$ cat src/rtl/forth_pkg.sv
// rtl/forth_pkg.sv - shared constants, operation codes and helpers for the Forth core stacks
package forth_pkg;

    localparam int DEFAULT_WIDTH = 16;
    localparam int PSTACK_DEPTH  = 16;

    // Stack operation as decoded from {push, pop}
    typedef enum logic [1:0] {
        OP_IDLE    = 2'b00,
        OP_POP     = 2'b01,
        OP_PUSH    = 2'b10,
        OP_REPLACE = 2'b11
    } stack_op_e;

    function automatic int clog2(input int value);
        int result;
        result = 0;
        while ((1 << result) < value) begin
            result = result + 1;
        end
        return result;
    endfunction

endpackage

$ cat src/rtl/stack_ram.sv
// rtl/stack_ram.sv - spill array for the stacks: one synchronous write port, one combinational read port
module stack_ram
    import forth_pkg::*;
#(
    parameter int width      = DEFAULT_WIDTH,
    parameter int addr_width = 4
) (
    input  logic                  clk,
    input  logic                  we,
    input  logic [addr_width-1:0] waddr,
    input  logic [width-1:0]      wdata,
    input  logic [addr_width-1:0] raddr,
    output logic [width-1:0]      rdata
);

    // One entry short of the address space: the NOS register holds the remaining entry
    logic [width-1:0] r_mem [0:(1 << addr_width) - 2];

    always_ff @(posedge clk) begin
        if (we) begin
            r_mem[waddr] <= wdata;
        end
    end

    assign rdata = r_mem[raddr];

endmodule

$ cat src/rtl/pstack.sv
// rtl/pstack.sv - parameter stack holding NOS in a register and spilling deeper entries to stack_ram
module pstack
    import forth_pkg::*;
#(
    parameter int width     = DEFAULT_WIDTH,
    parameter int depth     = PSTACK_DEPTH,
    parameter int cnt_width = clog2(depth) + 1
) (
    input  logic                 clk,
    input  logic                 reset,
    input  logic                 push,
    input  logic                 pop,
    input  logic [width-1:0]     push_data,
    input  logic                 clear_err,
    output logic [width-1:0]     pstack_top,
    output logic [cnt_width-1:0] count,
    output logic                 empty,
    output logic                 full,
    output logic                 overflow,
    output logic                 underflow
);

    localparam int addr_width = clog2(depth);

    logic [width-1:0]      r_top;
    logic [addr_width-1:0] r_sp;
    logic [cnt_width-1:0]  r_count;
    logic                  r_overflow;
    logic                  r_underflow;

    stack_op_e             w_op;
    logic                  w_empty;
    logic                  w_full;
    logic                  w_we;
    logic [addr_width-1:0] w_raddr;
    logic [width-1:0]      w_rdata;

    assign w_op    = stack_op_e'({push, pop});
    assign w_empty = (r_count == '0);
    assign w_full  = (r_count == cnt_width'(depth));
    // Only a push onto a non-empty, non-full stack spills the old NOS into the array
    assign w_we    = (w_op == OP_PUSH) && !w_full && !w_empty && !reset;
    assign w_raddr = r_sp - addr_width'(1);

    stack_ram #(
        .width      (width),
        .addr_width (addr_width)
    ) u_ram (
        .clk   (clk),
        .we    (w_we),
        .waddr (r_sp),
        .wdata (r_top),
        .raddr (w_raddr),
        .rdata (w_rdata)
    );

    always_ff @(posedge clk) begin
        if (reset) begin
            r_top       <= '0;
            r_sp        <= '0;
            r_count     <= '0;
            r_overflow  <= 1'b0;
            r_underflow <= 1'b0;
        end else begin
            // A new error raised below overrides this clear
            if (clear_err) begin
                r_overflow  <= 1'b0;
                r_underflow <= 1'b0;
            end
            case (w_op)
                OP_PUSH: begin
                    if (w_full) begin
                        r_overflow <= 1'b1;
                    end else begin
                        if (!w_empty) begin
                            r_sp <= r_sp + addr_width'(1);
                        end
                        r_top   <= push_data;
                        r_count <= r_count + cnt_width'(1);
                    end
                end
                OP_POP: begin
                    if (w_empty) begin
                        r_underflow <= 1'b1;
                    end else begin
                        if (r_count > cnt_width'(1)) begin
                            r_top <= w_rdata;
                            r_sp  <= r_sp - addr_width'(1);
                        end else begin
                            r_top <= '0;
                        end
                        r_count <= r_count - cnt_width'(1);
                    end
                end
                OP_REPLACE: begin
                    r_top <= push_data;
                    if (w_empty) begin
                        r_count     <= cnt_width'(1);
                        r_underflow <= 1'b1;
                    end
                end
                default: begin
                end
            endcase
        end
    end

    assign pstack_top = r_top;
    assign count      = r_count;
    assign empty      = w_empty;
    assign full       = w_full;
    assign overflow   = r_overflow;
    assign underflow  = r_underflow;

endmodule

$ cat config.mk
export PLATFORM = sky130hd
export DESIGN_NAME = pstack
export DESIGN_NICKNAME = d
export VERILOG_FILES = /design/src/rtl/forth_pkg.sv /design/src/rtl/stack_ram.sv /design/src/rtl/pstack.sv
export SDC_FILE = /design/constraint.sdc
export NUM_CORES = 1
export LEC_CHECK = 0
export BUFFER_PORTS_ARGS = -buffer_cell sky130_fd_sc_hd__buf_2
export CELL_PAD_IN_SITES_DETAIL_PLACEMENT = 1
export CELL_PAD_IN_SITES_GLOBAL_PLACEMENT = 1
export CORE_MARGIN = 5
export CORE_UTILIZATION = 55
export DETAILED_ROUTE_END_ITERATION = 12
export PLACE_DENSITY_LB_ADDON = 0.25
export SYNTH_ARGS = -nofsm -noshare
export SYNTH_HDL_FRONTEND = slang
export SYNTH_SLANG_ARGS = --single-unit
$ cat constraint.sdc
create_clock -name clk -period 5.8 [get_ports clk]
set_input_delay 0.87 -clock clk [delete_from_list [all_inputs] [get_ports clk]]
set_output_delay 0.87 -clock clk [all_outputs]
set_load 0.05 [all_outputs]
==> impl_results.md, run 1 <==
- Crit start category: register
- DRT Pass-1 Iters: 5
- Synth warn: 0
- Clk network pwr share: 0.271
- CP required: 6.18 ns
- Dominant cell type by area after synthesis: edfxtp_1
- Clk root buf: clkbuf_16
- Setup Skew: 0.00809 ns
- Final setup fails: 0
- Ranking of synthesized cells by area: edfxtp_1 65%, mux4_1 8.1%, dfxtp_1 4.9%
- Status: complete, no violations
- Clock transition at path regs: 0.06 ns
- Cts bufs inserted: 27
- Post-synthesis instance total: 620
- Final period util: 0.569
- Die span in y: 152 microns
- Logic pwr share: 0.325
- Final ANT Viol Nets: 0
- Vias in the first global route: 6540
- Number of synthesized register bits: 267
- Sequential Power Share: 0.404
- 1st-iter DRT viols: 458
- Die ar.: 0.0231 sq mm
- Ys flop type: edfxtp_1
- VDD IR max: 0.000365 V
- Leak: 4.11 nW
- Final Hold Slack: 0.530 ns
- Clk sinks: 267
- FMAX: 303 MHz
- Post-CTS Hold Fix Bufs: 0
- Max Slew Vio Count: 0
- Tot Pwr: 6.27 mW
- Cell Area, Synth: 0.0111 sq mm
- Cell with the most instances after synthesis: edfxtp_1
- Met2 WL: 13600 microns
- Worst EP arrival: 3.68 ns
- WL final: 26600 microns
- Routability congestion estimate: 0.821
- Sw Share: 0.345
- IO Count: 46
- Post-synth top area share: 0.651
- Max Cap Viol: 0
- Clock Path Buffers: 3
- Internal Power: 4.11 mW
- EDFF count, synth: 240
- Syn Nets: 650
- CTS tree: built
- Routed wl met3: 1580 microns
- Actual slew at the worst max-slew pin: 1.16 ns
- Post-CTS resize count: 0
- Initial Utilization: 0.553
- Synthesized area per cell: 17.9 sq um
- Skew-Pair Late Insertion Delay: 0.54 ns
- Routed via count: 6060
- Post-detail-place hpwl: 16000 microns
- Switching power: 2.17 mW
- Syn-to-layout area delta: 12.0%
- Yosys cell types: 56
- CP Class: register to register
- Final #Nets: 701
- Met1 WL: 10800 microns
- Setup_tns: 0 ns
- Tmin final: 3.30 ns
- # H-tree levels: 1
- Largest net degree at the start of global routing: 63
- Fillers: 1784
- Cell Pwr Density: 505 mW/mm^2
- Tot GR Track Use: 0.230
- Setup repair after global routing missed its margin: no
- DR WL/cell: 27.7 microns
- Antenna cells: 0
- Top cells by count, synth: 240 x edfxtp_1, 57 x nor2_1, 34 x a211oi_1, 34 x mux4_1, 27 x dfxtp_1
- Num rows: 52
- Hold WC Path Type: register to register
- CP max FO: 43
- Seq/Total Area, Yosys: 0.699
- Port bufs: 45
- Rel. slew slack: 0.223
- Die width: 152 microns
- Final Hold Fails: 0
- Setup repair bufs after CTS: 0
- Top sig layer: met4
- Crit end category: register
- First-pass GRT wire length: 40900 microns
- Grt total ovfl: 0
- Core area: 0.0200 sq mm
- Post-synth ARST share: 0
- Residual DRC: 0
- Layout cell share with drive strength beyond 1: 0.232
- Initial antenna violation count: 0
- Vias per cell: 6.31
[worst max-delay path, stage by stage, from the launching register on]
cell	delay, ns
dfxtp_1	0.51
inv_1	0.21
ha_1	0.31
xnor2_4	0.61
buf_4	0.59
mux4_1	0.39
o22ai_1	0.21
o31a_1	0.22
nor3_2	0.06
[cells by family (layout without fill, tap and decap cells)]
logic type      after synthesis  in the layout  synth area share
simple gates                108            108            0.0530
flops                       267            267             0.699
mux                          67             67             0.126
compound gates              117            117            0.0765
xor+xnor                      5              5           0.00633
fa+ha+maj                     9              9            0.0102
buf+inv                      47            118            0.0283
[layer usage]
metal / GRT usage / vias up
met3: 0.0429 / 64
met4: 0.0702 / 0
met5: 0 / -
met1: 0.301 / 3133
met2: 0.394 / 233
li1: - / 2630
[cells in the final DEF, fill, tap and decap left out, drive strengths merged, types with 18 or more instances in the layout]
master	instances
buf	62
a211oi	34
edfxtp	240
a21oi	24
clkbuf	39
nor3	23
mux2i	18
dfxtp	27
nor2	57
mux4	48
[path summary, 6_finish.rpt]
kind / to / slack, ns / cells past startpoint / from
setup / recovery: pstack_top[8]$_SDFFE_PP0P_ / 2.50 / 8 / r_sp[1]$_SDFFE_PP0P_
setup reg to reg: pstack_top[8]$_SDFFE_PP0P_ / 2.50 / 8 / r_sp[1]$_SDFFE_PP0P_
hold / removal: underflow$_SDFF_PP0_ / 0.53 / 2 / underflow$_SDFF_PP0_
hold reg to reg: underflow$_SDFF_PP0_ / 0.53 / 2 / underflow$_SDFF_PP0_
[sequential cells by signal, indices dropped and copies added (netlist names)]
| signal | flops |
|---|---|
| pstack_top | 16 |
| count | 5 |
| u_ram.r_mem | 240 |
| r_sp | 4 |
| underflow | 1 |
| overflow | 1 |
[stage by stage]
| step | worst slack (ns) | std cells | cell area (sq um) | util |
|---|---|---|---|---|
| final | 2.50 | 961 | 12400 | 0.619 |
| after global routing | 2.33 | 961 | 12400 | 0.619 |
| after CTS | 2.51 | 961 | 12400 | 0.619 |
| after detailed placement | 2.46 | 912 | 11500 | 0.576 |
| after global placement | 2.48 | 912 | 11500 | 0.576 |
| after floorplan | 2.40 | 620 | 11100 | - |
[power by group through the flow]
stage | sequential, mW | combinational [mW] | clock [mW]
after floorplan | 2.62 | 1.47 | 0
after global placement | 2.55 | 1.97 | 0
after detailed placement | 2.58 | 2.02 | 0
after CTS | 2.53 | 2.05 | 1.73
after global routing | 2.56 | 2.16 | 1.83
final | 2.53 | 2.04 | 1.70
[layout make-up]
class	instances	area (sq um)	share of cell area
repair buffers	62	353	0.0284
well taps	270	338	0.0272
flip-flops and latches	267	7750	0.624
clock buffers	39	771	0.0621
clock inverters	10	103	0.00827
multi-input cells	306	3070	0.247
inverters	7	26.3	0.00212
No activity file was read; power rests on OpenSTA's default activity.
==> inputs of run 2 (changes only) <==
Settings changed: CORE_UTILIZATION 55 to 48.
Clock period 5.8 ns to 2.8 ns, I/O delays scaled along.
==> impl_results.md, run 2 (synthesis gave the netlist of run 1 again) <==
- Status: complete, no violations
- Skew-Pair Late Insertion Delay: 0.54 ns (about the same)
- Routability congestion estimate: 0.784 (-4.4%)
- Slowest CP cell: dfxtp_1
- Clock transition at path regs: 0.07 ns (about the same)
- First-pass GRT wire length: 42100 microns (+2.8%)
- Post-detail-place hpwl: 17300 microns (+8.1%)
- Die width: 162 microns (+6.6%)
- DR WL/cell: 27.5 microns (-0.78%)
- Final cell count without fillers: 1010 (+5.1%)
- Most frequent cells in the layout: 240 x edfxtp_1, 47 x buf_4, 46 x nor2_1, 45 x buf_2
- Layout cell share with drive strength beyond 1: 0.276 (+0.0443)
- # H-tree levels: 1 (unchanged)
- Worst-path cell chain: inv_1 > ha_1 > xnor2_4 > buf_4 > mux4_1 > o22ai_1 > o31a_1 > nor3_2
- Fin area: 0.0128 sq mm (+3.0%)
- Met1 Usage GRT: 0.295 (-0.00677)
- Most common library cell in the layout ignoring fill and taps: edfxtp_1
- IO Count: 46 (unchanged)
- Largest net degree at the start of global routing: 36 (-43%)
- CTS tree: built
- Clk root buf: clkbuf_16
- Grt peak-use layer: met2
- Max reg flops: 240 (unchanged)
- Residual DRC: 0 (unchanged)
- Vias in the first global route: 6492 (-0.73%)
- Met2 usage: 0.369 (-0.0254)
- Setup Skew: 0.0141 ns (+0.00604 ns)
- CP max FO: 28 (-35%)
- Final Hold Fails: 0 (unchanged)
- DRT Pass-1 Iters: 4 (-1)
- VDD IR max: 0.000686 V (+88%)
- Setup repair after global routing missed its margin: no
- Rel. slew slack: 0.531 (+0.309)
- Die ar.: 0.0262 sq mm (+14%)
- Initial Utilization: 0.488 (-0.0650)
- Vias per cell: 6.02 (-4.6%)
- FMAX: 398 MHz (+32%)
- WL final: 27800 microns (+4.3%)
- Initial antenna violation count: 0 (unchanged)
- Final period util: 0.896 (+0.327)
- CP required: 3.21 ns (-2.97 ns)
- Leak: 4.33 nW (+5.3%)
- 1st-iter DRT viols: 512 (+12%)
- Tmin final: 2.51 ns (-0.791 ns)
- Tot GR Track Use: 0.214 (-0.0153)
- Final setup fails: 0 (unchanged)
- Placed insts: 960 (+5.3%)
- Final Hold Slack: 0.228 ns (-0.302 ns)
- Core area: 0.0227 sq mm (+13%)
- Area post-placement: 0.0118 sq mm (+2.7%)
- Die span in y: 162 microns (+6.6%)
- Port bufs: 45 (unchanged)
- CP Class: register to register
- Num rows: 55 (+5.8%)
- Syn-to-layout area delta: 15.3%
- Crit start category: register
- Cell Pwr Density: 1050 mW/mm^2 (+110%)
- Actual slew at the worst max-slew pin: 0.702 ns (-0.463 ns)
- Worst EP arrival: 2.92 ns (-0.76 ns)
- Max Slew Vio Count: 0 (unchanged)
- Clock Path Buffers: 3 (unchanged)
- Hold WC Path Type: input pin to register
- Met3 Use GR: 0.0294 (-0.0135)
- Crit end category: register
- CP max stage delay: 0.47 ns (-0.14 ns)
- Cts bufs inserted: 27 (unchanged)
- Grt total ovfl: 0 (unchanged)
- Biggest register: u_ram.r_mem
- Antenna cells: 0 (unchanged)
- Post-CTS Hold Fix Bufs: 0 (unchanged)
- Fillers: 2049 (+15%)
- Routed via count: 6078 (+0.30%)
- Max Cap Viol: 0 (unchanged)
- Final ANT Viol Nets: 0 (unchanged)
- Clk sinks: 267 (unchanged)
- Final #Nets: 734 (+4.7%)
## run 2: changes by cell type in the layout (fill, tap and decap cells not counted), sizes merged
cell | previous run | this run
clkinv | 6 | 9
bufinv | 2 | 4
clkinvlp | 1 | 0
buf | 62 | 95
clkbuf | 39 | 36
## run 2: layer usage
layer / up-vias / routed length [microns]
met5: - / 0
met4: 0 / 473
met3: 35 / 1050
met2: 139 / 14300
met1: 3200 / 12000
li1: 2704 / -
## run 2: critical path, delay by kind of cell, from the launching register on
kind,cells,cell delay [ns]
buf+inv,2,0.57
mux,1,0.37
fa+ha+maj,1,0.30
xor+xnor,1,0.20
simple gates,1,0.04
flops,1,0.47
compound gates,2,0.43
## run 2: path summary, 6_finish.rpt
check	slack, ns	from	cells after the start	end
setup / recovery	0.29	r_sp[1]$_SDFFE_PP0P_	8	pstack_top[2]$_SDFFE_PP0P_
hold / removal	0.23	clear_err	4	overflow$_SDFF_PP0_
setup reg to reg	0.29	r_sp[1]$_SDFFE_PP0P_	8	pstack_top[2]$_SDFFE_PP0P_
hold reg to reg	0.49	overflow$_SDFF_PP0_	2	overflow$_SDFF_PP0_
## run 2: what timing repair did
| action | CTS | global route |
|---|---|---|
| buffers inserted | 0 | 0 |
| setup endpoints to repair | 0 | 15 |
| gates resized for setup | 0 | 1 |
## run 2: cell type report
type	count	area, sq um	area share
sequential	267	7750	0.607
clock buffer	36	749	0.0587
clock inverter	14	174	0.0136
inverter	7	26.3	0.00206
multi-input combinational	306	3080	0.241
tap	285	357	0.0279
timing repair buffer	95	638	0.0500
## run 2: power breakdown
group	internal, mW	total, mW	switching [mW]
clock	2.25	3.73	1.49
combinational	1.81	4.50	2.69
sequential	4.78	5.15	0.373
## run 2: through the flow
stage                     power [mW]  utilization  setup TNS, ns  setup slack (ns)
final                           13.4        0.563              0             0.290
after global routing            14.0        0.563              0             0.163
after CTS                       13.5        0.562              0             0.171
after detailed placement        9.76        0.522              0             0.248
after global placement          9.57        0.522              0             0.366
after floorplan                 8.49            -         -35.24            -0.173
==> inputs of run 3 (changes only) <==
Settings changed: CELL_PAD_IN_SITES_DETAIL_PLACEMENT 1 to unset, CELL_PAD_IN_SITES_GLOBAL_PLACEMENT 1 to unset, CORE_UTILIZATION 48 to 55.
==> impl_results.md, run 3 (synthesis gave the netlist of run 1 again) <==
- Initial antenna violation count: 0 (unchanged)
- FMAX: 378 MHz (-5.2%)
- First-pass GRT wire length: 37300 microns (-11%)
- CP max FO: 12 (-57%)
- Die ar.: 0.0231 sq mm (-12%)
- IO Count: 46 (unchanged)
- Setup Skew: 0.0267 ns (+0.0126 ns)
- Clk root buf: clkbuf_16
- Setup slack at placement: 0.189 ns (-0.0588 ns)
- DR WL/cell: 24.3 microns (-12%)
- Cell Pwr Density: 1030 mW/mm^2 (-1.6%)
- Biggest register: u_ram.r_mem
- Final period util: 0.945 (+0.0489)
- Routability congestion estimate: 0.763 (-2.8%)
- Routed via count: 6027 (-0.84%)
- Residual DRC: 0 (unchanged)
- Max reg flops: 240 (unchanged)
- Hold WC Path Type: input pin to register
- Tot GR Track Use: 0.208 (-0.00674)
- Vias per cell: 6.08 (+1.1%)
- Tot Pwr: 13.1 mW (-2.2%)
- Num rows: 52 (-5.5%)
- Setup repair after global routing missed its margin: no
- Final ANT Viol Nets: 0 (unchanged)
- Post-detail-place hpwl: 14700 microns (-15%)
- Final setup fails: 0 (unchanged)
- Layout cell share with drive strength beyond 1: 0.268 (-0.00818)
- Final Hold Fails: 0 (unchanged)
- WL final: 24100 microns (-13%)
- Max Slew Vio Count: 0 (unchanged)
- Setup repair bufs after CTS: 0 (unchanged)
- Port bufs: 45 (unchanged)
- Cts bufs inserted: 27 (unchanged)
- Most common library cell in the layout ignoring fill and taps: edfxtp_1
- Tmin final: 2.65 ns (+0.137 ns)
- Leak: 4.29 nW (-0.99%)
- Die width: 152 microns (-6.2%)
- Grt total ovfl: 0 (unchanged)
- Final cell count without fillers: 991 (-1.9%)
- Skew-Pair Late Insertion Delay: 0.54 ns (about the same)
- Reg area: 0.00775 sq mm (unchanged)
- Post-CTS Hold Fix Bufs: 0 (unchanged)
- Vias in the first global route: 6159 (-5.1%)
- Most frequent cells in the layout: 240 x edfxtp_1, 47 x nor2_1, 45 x buf_2, 42 x buf_4
- Core area: 0.0200 sq mm (-12%)
- Status: complete, no violations
- Actual slew at the worst max-slew pin: 0.686 ns (-0.0164 ns)
- Worst Setup Slack, final: 0.153 ns (-0.137 ns)
- Antenna cells: 0 (unchanged)
- Crit start category: register
- Clock Path Buffers: 3 (unchanged)
- CP Class: register to register
- Initial Utilization: 0.553 (+0.0650)
- Setup_tns: 0 ns (unchanged)
- Worst EP arrival: 2.85 ns (-0.07 ns)
- Fillers: 1486 (-27%)
- CTS tree: built
- Syn-to-layout area delta: 14.6%
- Max Cap Viol: 0 (unchanged)
- Rel. slew slack: 0.542 (+0.0110)
- Post-CTS resize count: 0 (unchanged)
- VDD IR max: 0.000698 V (+1.7%)
- Largest net degree at the start of global routing: 40 (+11%)
- Final Core Density: 0.633 (+0.0708)
- DRT Pass-1 Iters: 5 (+1)
- Area of the multi-input gates: 0.00307 sq mm (-0.24%)
- CP required: 3.01 ns (-0.20 ns)
- Die span in y: 152 microns (-6.2%)
- Clock transition at path regs: 0.06 ns (about the same)
- Clk sinks: 267 (unchanged)
- Crit end category: register
- Placed insts: 941 (-2.0%)
- Final #Nets: 730 (-0.54%)
- 1st-iter DRT viols: 451 (-12%)
- # H-tree levels: 1 (unchanged)
==> run 3: changes by cell type in the layout (fill, tap and decap cells not counted), sizes merged <==
cell	previous run	this run
clkinvlp	0	1
clkinv	9	13
clkbuf	36	32
bufinv	4	3
buf	95	91
==> run 3: cell type report <==
cell class,count,share of cell area
repair buffers,91,0.0489
clock buffers,32,0.0555
inverters,7,0.00207
clock inverters,18,0.0142
flip-flops and latches,267,0.611
well taps,270,0.0266
multi-input cells,306,0.242
==> run 3: report_power, final <==
group,total [mW],leakage [nW],switching (mW),internal [mW]
Clock,3.54,0.434,1.46,2.08
Sequential,5.10,2.42,0.319,4.78
Combinational,4.46,1.43,2.61,1.84
Total,13.1,4.29,4.39,8.70
==> run 3: metrics by stage <==
step | hold WS, ns | instance area (sq um)
after floorplan | 0.577 | 11100
final | 0.200 | 12700
after CTS | 0.191 | 12700
after global placement | 0.461 | 11800
after global routing | 0.199 | 12700
after detailed placement | 0.491 | 11800
==> run 3: final timing paths <==
kind	to	cells after the start	startpoint	slack, ns
setup / recovery	u_ram.r_mem[14][4]$_DFFE_PP_	7	count[1]$_SDFFE_PP0P_	0.15
hold / removal	pstack_top[14]$_SDFFE_PP0P_	3	push_data[14]	0.20
setup reg to reg	u_ram.r_mem[14][4]$_DFFE_PP_	7	count[1]$_SDFFE_PP0P_	0.15
hold reg to reg	overflow$_SDFF_PP0_	2	overflow$_SDFF_PP0_	0.50
==> run 3: metal layers <==
metal | GRT usage | wire length, microns | vias up | share of wire
met5 | 0 | 0 | - | 0
met4 | 0.0445 | 441 | 0 | 0.018
met1 | 0.295 | 10400 | 3103 | 0.43
li1 | - | - | 2698 | -
met2 | 0.345 | 11700 | 191 | 0.49
met3 | 0.0347 | 1470 | 35 | 0.061
==> run 3: worst max-delay path: stages, from the launching register on <==
cell     delay, ns
dfxtp_1       0.48
inv_1         0.14
ha_1          0.23
nor3b_4       0.19
nor3_1        0.46
nand2_1       0.24
nor2_1        0.28
buf_4         0.30
